**src/rtl/pipe_stage_reg.sv**
```systemverilog
// Pipeline stage register carrying a valid/ready payload. It is either a two-entry skid buffer
// with a registered in_ready, or a single register whose in_ready depends combinationally on out_ready.
module pipe_stage_reg #(
   parameter int unsigned              PAYLOAD_WIDTH = 160,
   parameter int unsigned              CTRL_WIDTH    = 12,
   parameter logic [CTRL_WIDTH-1:0]    BUBBLE_CTRL   = '0,
   parameter logic [PAYLOAD_WIDTH-1:0] RESET_PAYLOAD = '0,
   parameter bit                       SKID          = 1'b1
) (
   input  logic                     clk,
   input  logic                     reset,
   input  logic                     flush,
   input  logic                     clear_stats,
   input  logic                     in_valid,
   output logic                     in_ready,
   input  logic [PAYLOAD_WIDTH-1:0] in_payload,
   output logic                     out_valid,
   input  logic                     out_ready,
   output logic [PAYLOAD_WIDTH-1:0] out_payload,
   output logic [1:0]               occupancy,
   output logic [15:0]              stall_cycles
);

   typedef enum logic [1:0] {
      EMPTY = 2'd0,
      ONE   = 2'd1,
      FULL  = 2'd2
   } state_t;

   logic [PAYLOAD_WIDTH-1:0] main_q;
   logic                     vld_q;
   logic [1:0]               occ;
   logic                     in_xfer;
   logic                     out_xfer;
   logic [15:0]              stall_q;

   assign in_xfer   = in_valid && in_ready;
   assign out_xfer  = out_valid && out_ready;
   assign out_valid = vld_q;
   assign occupancy = occ;

   generate
      if (SKID) begin : g_skid
         state_t                   state_q;
         state_t                   state_nxt;
         logic [PAYLOAD_WIDTH-1:0] skid_q;
         logic                     rdy_q;
         logic [1:0]               occ_q;
         logic                     load_main_in;
         logic                     load_main_skid;
         logic                     load_skid;

         always_comb begin
            state_nxt      = state_q;
            load_main_in   = 1'b0;
            load_main_skid = 1'b0;
            load_skid      = 1'b0;
            case (state_q)
               EMPTY: begin
                  if (in_xfer) begin
                     load_main_in = 1'b1;
                     state_nxt    = ONE;
                  end
               end
               ONE: begin
                  if (in_xfer && out_xfer) begin
                     load_main_in = 1'b1;
                  end else if (in_xfer) begin
                     load_skid = 1'b1;
                     state_nxt = FULL;
                  end else if (out_xfer) begin
                     state_nxt = EMPTY;
                  end
               end
               FULL: begin
                  if (out_xfer) begin
                     load_main_skid = 1'b1;
                     state_nxt      = ONE;
                  end
               end
               default: state_nxt = EMPTY;
            endcase
            // Flush drops everything held and any arriving entry; data registers keep their contents.
            if (flush) begin
               state_nxt      = EMPTY;
               load_main_in   = 1'b0;
               load_main_skid = 1'b0;
               load_skid      = 1'b0;
            end
         end

         // Handshake outputs are registered from the next state so in_ready never sees out_ready.
         always_ff @(posedge clk or posedge reset) begin
            if (reset) begin
               state_q <= EMPTY;
               main_q  <= RESET_PAYLOAD;
               skid_q  <= RESET_PAYLOAD;
               rdy_q   <= 1'b0;
               vld_q   <= 1'b0;
               occ_q   <= 2'd0;
            end else begin
               state_q <= state_nxt;
               rdy_q   <= (state_nxt != FULL);
               vld_q   <= (state_nxt != EMPTY);
               case (state_nxt)
                  ONE:     occ_q <= 2'd1;
                  FULL:    occ_q <= 2'd2;
                  default: occ_q <= 2'd0;
               endcase
               if (load_main_in)
                  main_q <= in_payload;
               else if (load_main_skid)
                  main_q <= skid_q;
               if (load_skid)
                  skid_q <= in_payload;
            end
         end

         assign in_ready = rdy_q;
         assign occ      = occ_q;
      end else begin : g_single
         always_ff @(posedge clk or posedge reset) begin
            if (reset) begin
               main_q <= RESET_PAYLOAD;
               vld_q  <= 1'b0;
            end else if (flush) begin
               vld_q <= 1'b0;
            end else if (in_xfer) begin
               main_q <= in_payload;
               vld_q  <= 1'b1;
            end else if (out_xfer) begin
               vld_q <= 1'b0;
            end
         end

         assign in_ready = !vld_q || out_ready;
         assign occ      = {1'b0, vld_q};
      end
   endgenerate

   // A bubble shows the stale main register above a fixed control code.
   always_comb begin
      out_payload = main_q;
      if (!vld_q)
         out_payload[CTRL_WIDTH-1:0] = BUBBLE_CTRL;
   end

   always_ff @(posedge clk or posedge reset) begin
      if (reset)
         stall_q <= 16'd0;
      else if (clear_stats)
         stall_q <= 16'd0;
      else if (vld_q && !out_ready && stall_q != 16'hFFFF)
         stall_q <= stall_q + 16'd1;
   end

   assign stall_cycles = stall_q;

endmodule

```
**config.mk**
```make
export PLATFORM = sky130hd
export DESIGN_NAME = pipe_stage_reg
export DESIGN_NICKNAME = d
export VERILOG_FILES = /design/src/rtl/pipe_stage_reg.sv
export SDC_FILE = /design/constraint.sdc
export NUM_CORES = 1
export LEC_CHECK = 0
export BUFFER_PORTS_ARGS = -buffer_cell sky130_fd_sc_hd__buf_2
export CAP_MARGIN = 0
export CORE_MARGIN = 2
export CORE_UTILIZATION = 45
export DETAILED_ROUTE_END_ITERATION = 8
export PLACE_DENSITY = 0.78
export SETUP_SLACK_MARGIN = 0.3
export SLEW_MARGIN = 20
export SYNTH_ARGS = -nofsm -noshare
export SYNTH_HDL_FRONTEND = slang
export SYNTH_SLANG_ARGS = --single-unit
```
**constraint.sdc**
```tcl
create_clock -name clk -period 24.4 [get_ports clk]
set_clock_uncertainty 0.2 [all_clocks]
set_input_delay 0 -clock clk [delete_from_list [all_inputs] [get_ports clk]]
set_output_delay 0 -clock clk [all_outputs]
set_load 0.02 [all_outputs]
```
### Word level (Yosys, flattened, before mapping)

Cells that the tools add are included.

* flip-flop bits (word level): 342
* bits of input ports: 166
* output and inout port bits: 180
* logic and storage cells: 47

* add/subtract/negate cells: 1
* eq/ne operators: 6
* multiplexer cells: 23
* reduce and logical (&&, ||, !) cells: 10

Operators by type and width (number)
* $mux W160: 2
* $mux W16: 2
* $add A16 B1 Y16 const B: 1
* $ne A16 B16 Y1 const B: 1
* $mux W12: 1
* $mux W2: 6
* $mux W1: 9
* $pmux W2 S3: 1
* $reduce_bool A2 Y1: 3
* $logic_and A1 B1 Y1: 5
* $eq A2 B1 Y1 const B: 2
* $eq A2 B2 Y1 const B: 2
* $pmux W2 S2: 1
* $logic_not A2 Y1: 1
* $ne A2 B2 Y1 const B: 1
* $pmux W1 S2: 1
* $logic_not A1 Y1: 1

### Depth between registers and ports, before layout

* word-level depth: 8
* mapped depth: 7
* mapped depth without buffers: 5

### Least setup slack after synthesis

No wires, ideal clock.

* kind: register -> register
* from: reg stall_q[0], in the netlist stall_cycles[0]
* to: reg stall_q[12], in the netlist stall_cycles[12]
* library setup time: 0.125 ns
* arrival: 1.935 ns
* setup slack: 22.140 ns
* stages on the path, launching flop included: 6
* path buffers: 0
* cells stage by stage: dfrtp_1 -> ha_1 -> nand4_1 -> or3_1 -> nor4b_1 -> mux2_2

* longest elaborated chain between the ends: 3
* elaborated cells between the ends (all ways): 6
* classes of those cells: 1 x add/sub; 1 x eq/ne; 2 x mux; 2 x reduce/logical

Ends and longest elaborated chain
* from (decl): line 35 `logic [15:0] stall_q;`
* from (signal assigned): line 154 `stall_q <= stall_q + 16'd1;`
* $add A16 B1 Y16 or $ne A16 B16 Y1 (tied branches): line 154, 153
* $mux W16 or $logic_and A1 B1 Y1 (tied branches): line 153 `else if (vld_q && !out_ready && stall_q != 16'hFFFF)`
* $mux W16 or $reduce_bool A2 Y1 (tied branches)

Several ways; a longest one is shown, not always the timed one. The select of a mux whose other input is x is not followed.
A chain may end at the register's enable or synchronous reset.

### Final worst setup path

* from: reg vld_q, in the netlist out_valid
* to: reg main_q[142]

* longest elaborated chain between the ends: 6
* elaborated cells between the ends (all ways): 10
* classes of those cells: 7 x mux; 3 x reduce/logical

Ends and longest elaborated chain
* from (decl): line 31 `logic vld_q;`
* from (signal assigned): line 104 `vld_q <= (state_nxt != EMPTY);`
* $logic_and A1 B1 Y1 *: line 38 `assign out_xfer = out_valid && out_ready;`
* $logic_and A1 B1 Y1: line 66 `if (in_xfer && out_xfer) begin`
* $mux W1: line 66
* $pmux W1 S2: line 58 `case (state_q)`
* $mux W1: line 84 `if (flush) begin`
* $mux W160 or $reduce_bool A2 Y1 (tied branches)
* to (signal assigned): line 111 `main_q <= in_payload;`
* to (signal assigned): line 113 `main_q <= skid_q;`
* to (decl): line 30 `logic [PAYLOAD_WIDTH-1:0] main_q;`

Every way passes the cells marked *; elsewhere a longest branch is shown, timed or not.

==> flow_metrics.py <==
metrics = {
    "clocking": {
        "cts_tree": "yes",
        "cts_setup_buffers": 0,
        "cts_sinks": 342,
        "cts_max_level": 2,
        "cts_buffers": 37,
        "worstSkewPairLatency_ns": 0.51,
        "clkTransAtPathRegs_ns": 0.06,
        "cts.path.max_buffers": 3,
        "cts-root-buf": "clkbuf_16",
    },
    "placement": {
        "place_area_sq_um": 16140,
        "dp.cells": 1747,
        "routabilityCongestion": 0.7998,
        "place_hpwl_um": 21480,
        "io_buffers": 345,
    },
    "power": {
        "cellPowerDensity_nw_per_um2": 99.98,
        "clkPwrFrac_pct": 29.4,
        "ir_drop_mv": 0.06781,
        "power_leakage_nw": 9.941,
        "power.internal_mw": 1.340,
        "seq_power_share_pct": 45.9,
        "switching_share_pct": 29.75,
        "comb_power_share_pct": 24.7,
        "switching_power_uw": 567.6,
    },
    "logic_synthesis": {
        "synthCells": 1166,
        "synth.avg_cell_area_sq_um": 13.00,
        "synth-seq-cells": 342,
        "synth_edf_count": 0,
        "synth-seq-area-share_pct": 56.45,
        "synthArstFlopShare_pct": 100.0,
        "ys.flop_type": "dfrtp_1",
        "syn-num-nets": 1333,
        "yosysUniqueCellTypes": 39,
        "synth_area_sq_um": 15160,
        "synth-warning-count": 0,
    },
    "global_routing": {
        "grt_max_degree": 105,
        "grt_antenna_before_repair": 4,
        "grt_usage_pct": 20.86,
        "grt_pass1_vias": 11190,
        "busiest_layer": "met2",
        "grt_pass1_wl_um": 59950,
        "grt_use_met1_pct": 25.34,
        "grt_overflow_total": 0,
        "gr-usage-met3_pct": 4.698,
        "grt_util_met2_pct": 35.38,
    },
    "setup_path": {
        "worst-path-buf-inv": 3,
        "crit_cells": 7,
        "worstPathArrival_ns": 4.12,
        "required_ns": 24.64,
        "crit_family": "buffers and inverters",
        "r2r_cells": 7,
        "crit_type": "flop to flop",
        "crit_chain": "nand2_1, nor3_4, buf_8, buf_4, buf_4, a22o_1, a21o_1",
        "slowest_stage": "dfrtp_1",
        "critPathLaunchType": "flop",
        "crit_path_max_fanout": 72,
        "crit_path_max_incr_delay_ns": 0.86,
        "critPathMostFrequentCell": "buf_4",
        "end_kind": "flop",
    },
    "job": {
        "drv_cap": 0,
    },
    "detailed_routing": {
        "drt-pass1-iter-count": 5,
        "avgViaCountPerCell": 5.382,
        "via_count": 10670,
        "route.detailed.drc": 0,
        "drtAntennaViolNets": 0,
        "wl_per_cell_um": 18.64,
        "drtIter0Drc": 553,
        "routed_wl_um": 36960,
    },
    "finish": {
        "mostFrequentLayoutCells": "buf_2 (345), dfrtp_1 (342), dlygate4sd3_1 (167)",
        "layout_commonest_cell": "buf_2",
        "instances_no_fill": 1983,
        "area_growth_syn_to_layout_pct": 25.87,
        "final_net_count": 1673,
        "drive_gt1_share_pct": 38.67,
        "fillers": 2625,
        "fin_area_sq_um": 19080,
    },
    "die": {
        "coreArea_sq_um": 33360,
        "ioPinCount": 346,
        "rows": 67,
        "die_w_um": 187.6,
        "die-height_um": 187.6,
        "die_area_sq_um": 35180,
        "start_util_pct": 45.44,
    },
    "worst_hold_path": {
        "hold_depth": 3,
        "min_path_type": "primary input to flop",
    },
    "sta": {
        "fin_crit_ns": 3.871,
        "finalHoldViolations": 0,
        "worst_hold_slack_ns": 0.07074,
        "min_period_over_period_pct": 15.87,
        "fmax_mhz": 258.3,
        "tns_ns": 0,
        "finalMaxSlewViolations": 0,
        "finalSetupViolCount": 0,
        "tightest_slew_ns": 1.057,
        "relSlewSlack_pct": 29.54,
        "rsz0062_at_grt": "no",
    },
    "outcome": {
        "status": "completed",
    },
}
[synth_stat cells (10+ instances only)]
cell type / number / area, sq um
dfrtp_1: 342 / 8558
mux2_2: 165 / 1858
a21o_1: 161 / 1209
a22o_1: 160 / 1401
buf_4: 148 / 1111
clkbuf_1: 42 / 157.7
buf_2: 24 / 120.1
nor2_1: 14 / 52.55
a21oi_1: 13 / 65.06
and2_1: 12 / 75.07
nand2_1: 11 / 41.29
buf_1: 10 / 37.54
[layer usage]
layer	up-vias	routed length [um]
met5	-	0
met4	0	1782
met3	121	2161
met2	385	18260
met1	5394	14760
li1	4773	-
[power by group through the flow]
stage          combinational [mW]  sequential (mW)  clock [mW]
2_1_floorplan               0.411            0.853           0
3_5_place_dp                0.447            0.878           0
4_1_cts                     0.470            0.870       0.576
5_1_grt                     0.504            0.901       0.603
3_3_place_gp                0.433            0.865           0
6_report                    0.470            0.876       0.562
[state kept, by name, summed over array words and instances (netlist names)]
name,flops
occupancy,2
g_skid.state_q,2
main_q,160
out_valid,1
in_ready,1
stall_cycles,16
g_skid.skid_q,160
[final cells by class]
type / instances / area, sq um / share of cell area [%]
clock buffer: 52 / 1085 / 5.684
clock inverter: 12 / 141.4 / 0.7409
sequential: 342 / 8558 / 44.85
tap: 448 / 560.5 / 2.937
timing repair buffer: 525 / 3515 / 18.42
multi-input combinational: 597 / 5195 / 27.22
inverter: 3 / 18.77 / 0.09835
antenna: 4 / 10.01 / 0.05245
[tightest hold or removal path, delay by kind of cell]
kind	cells	cell delay (ns)
buffers and inverters	2	0.61
multiplexers	1	0.13
[what timing repair did]
item / 4_1_cts / 5_1_grt
setup endpoints to repair: 0 / 0
resized for setup: 0 / 0
hold buffers: 167 / 0
hold endpoints to repair: 444 / 0
[cells by family after synthesis]
kind of cell | count (synthesis) | synth area share (%)
adder cells (fa/ha/maj) | 1 | 0.08252
multiplexers | 167 | 12.39
AO/OA/AOI/OAI | 348 | 18.30
flip-flops | 342 | 56.45
buffers and inverters | 227 | 9.483
AND/OR/NAND/NOR | 81 | 3.301
[per-stage QoR]
step                setup WS (ns)  util (%)  power (mW)
floorplan                   14.72         -       1.264
global placement            20.25     48.38       1.298
detailed placement          20.21     48.38       1.325
CTS                         20.17     57.06       1.916
global route                20.34     57.20       2.009
finish                      20.53     57.20       1.908
[worst paths after layout]
kind | from | end | slack (ns)
worst max register to register | out_valid | main_q[142] | 20.53
worst max-delay path | out_valid | main_q[142] | 20.53
worst min-delay path | in_payload[129] | g_skid.skid_q[129] | 0.07
max in group asynchronous | reset | main_q[78] | 21.46
min in group asynchronous | reset | g_skid.skid_q[154] | 0.56
worst min register to register | main_q[10] | main_q[10] | 0.27
No activity file was read; power rests on OpenSTA's default activity.
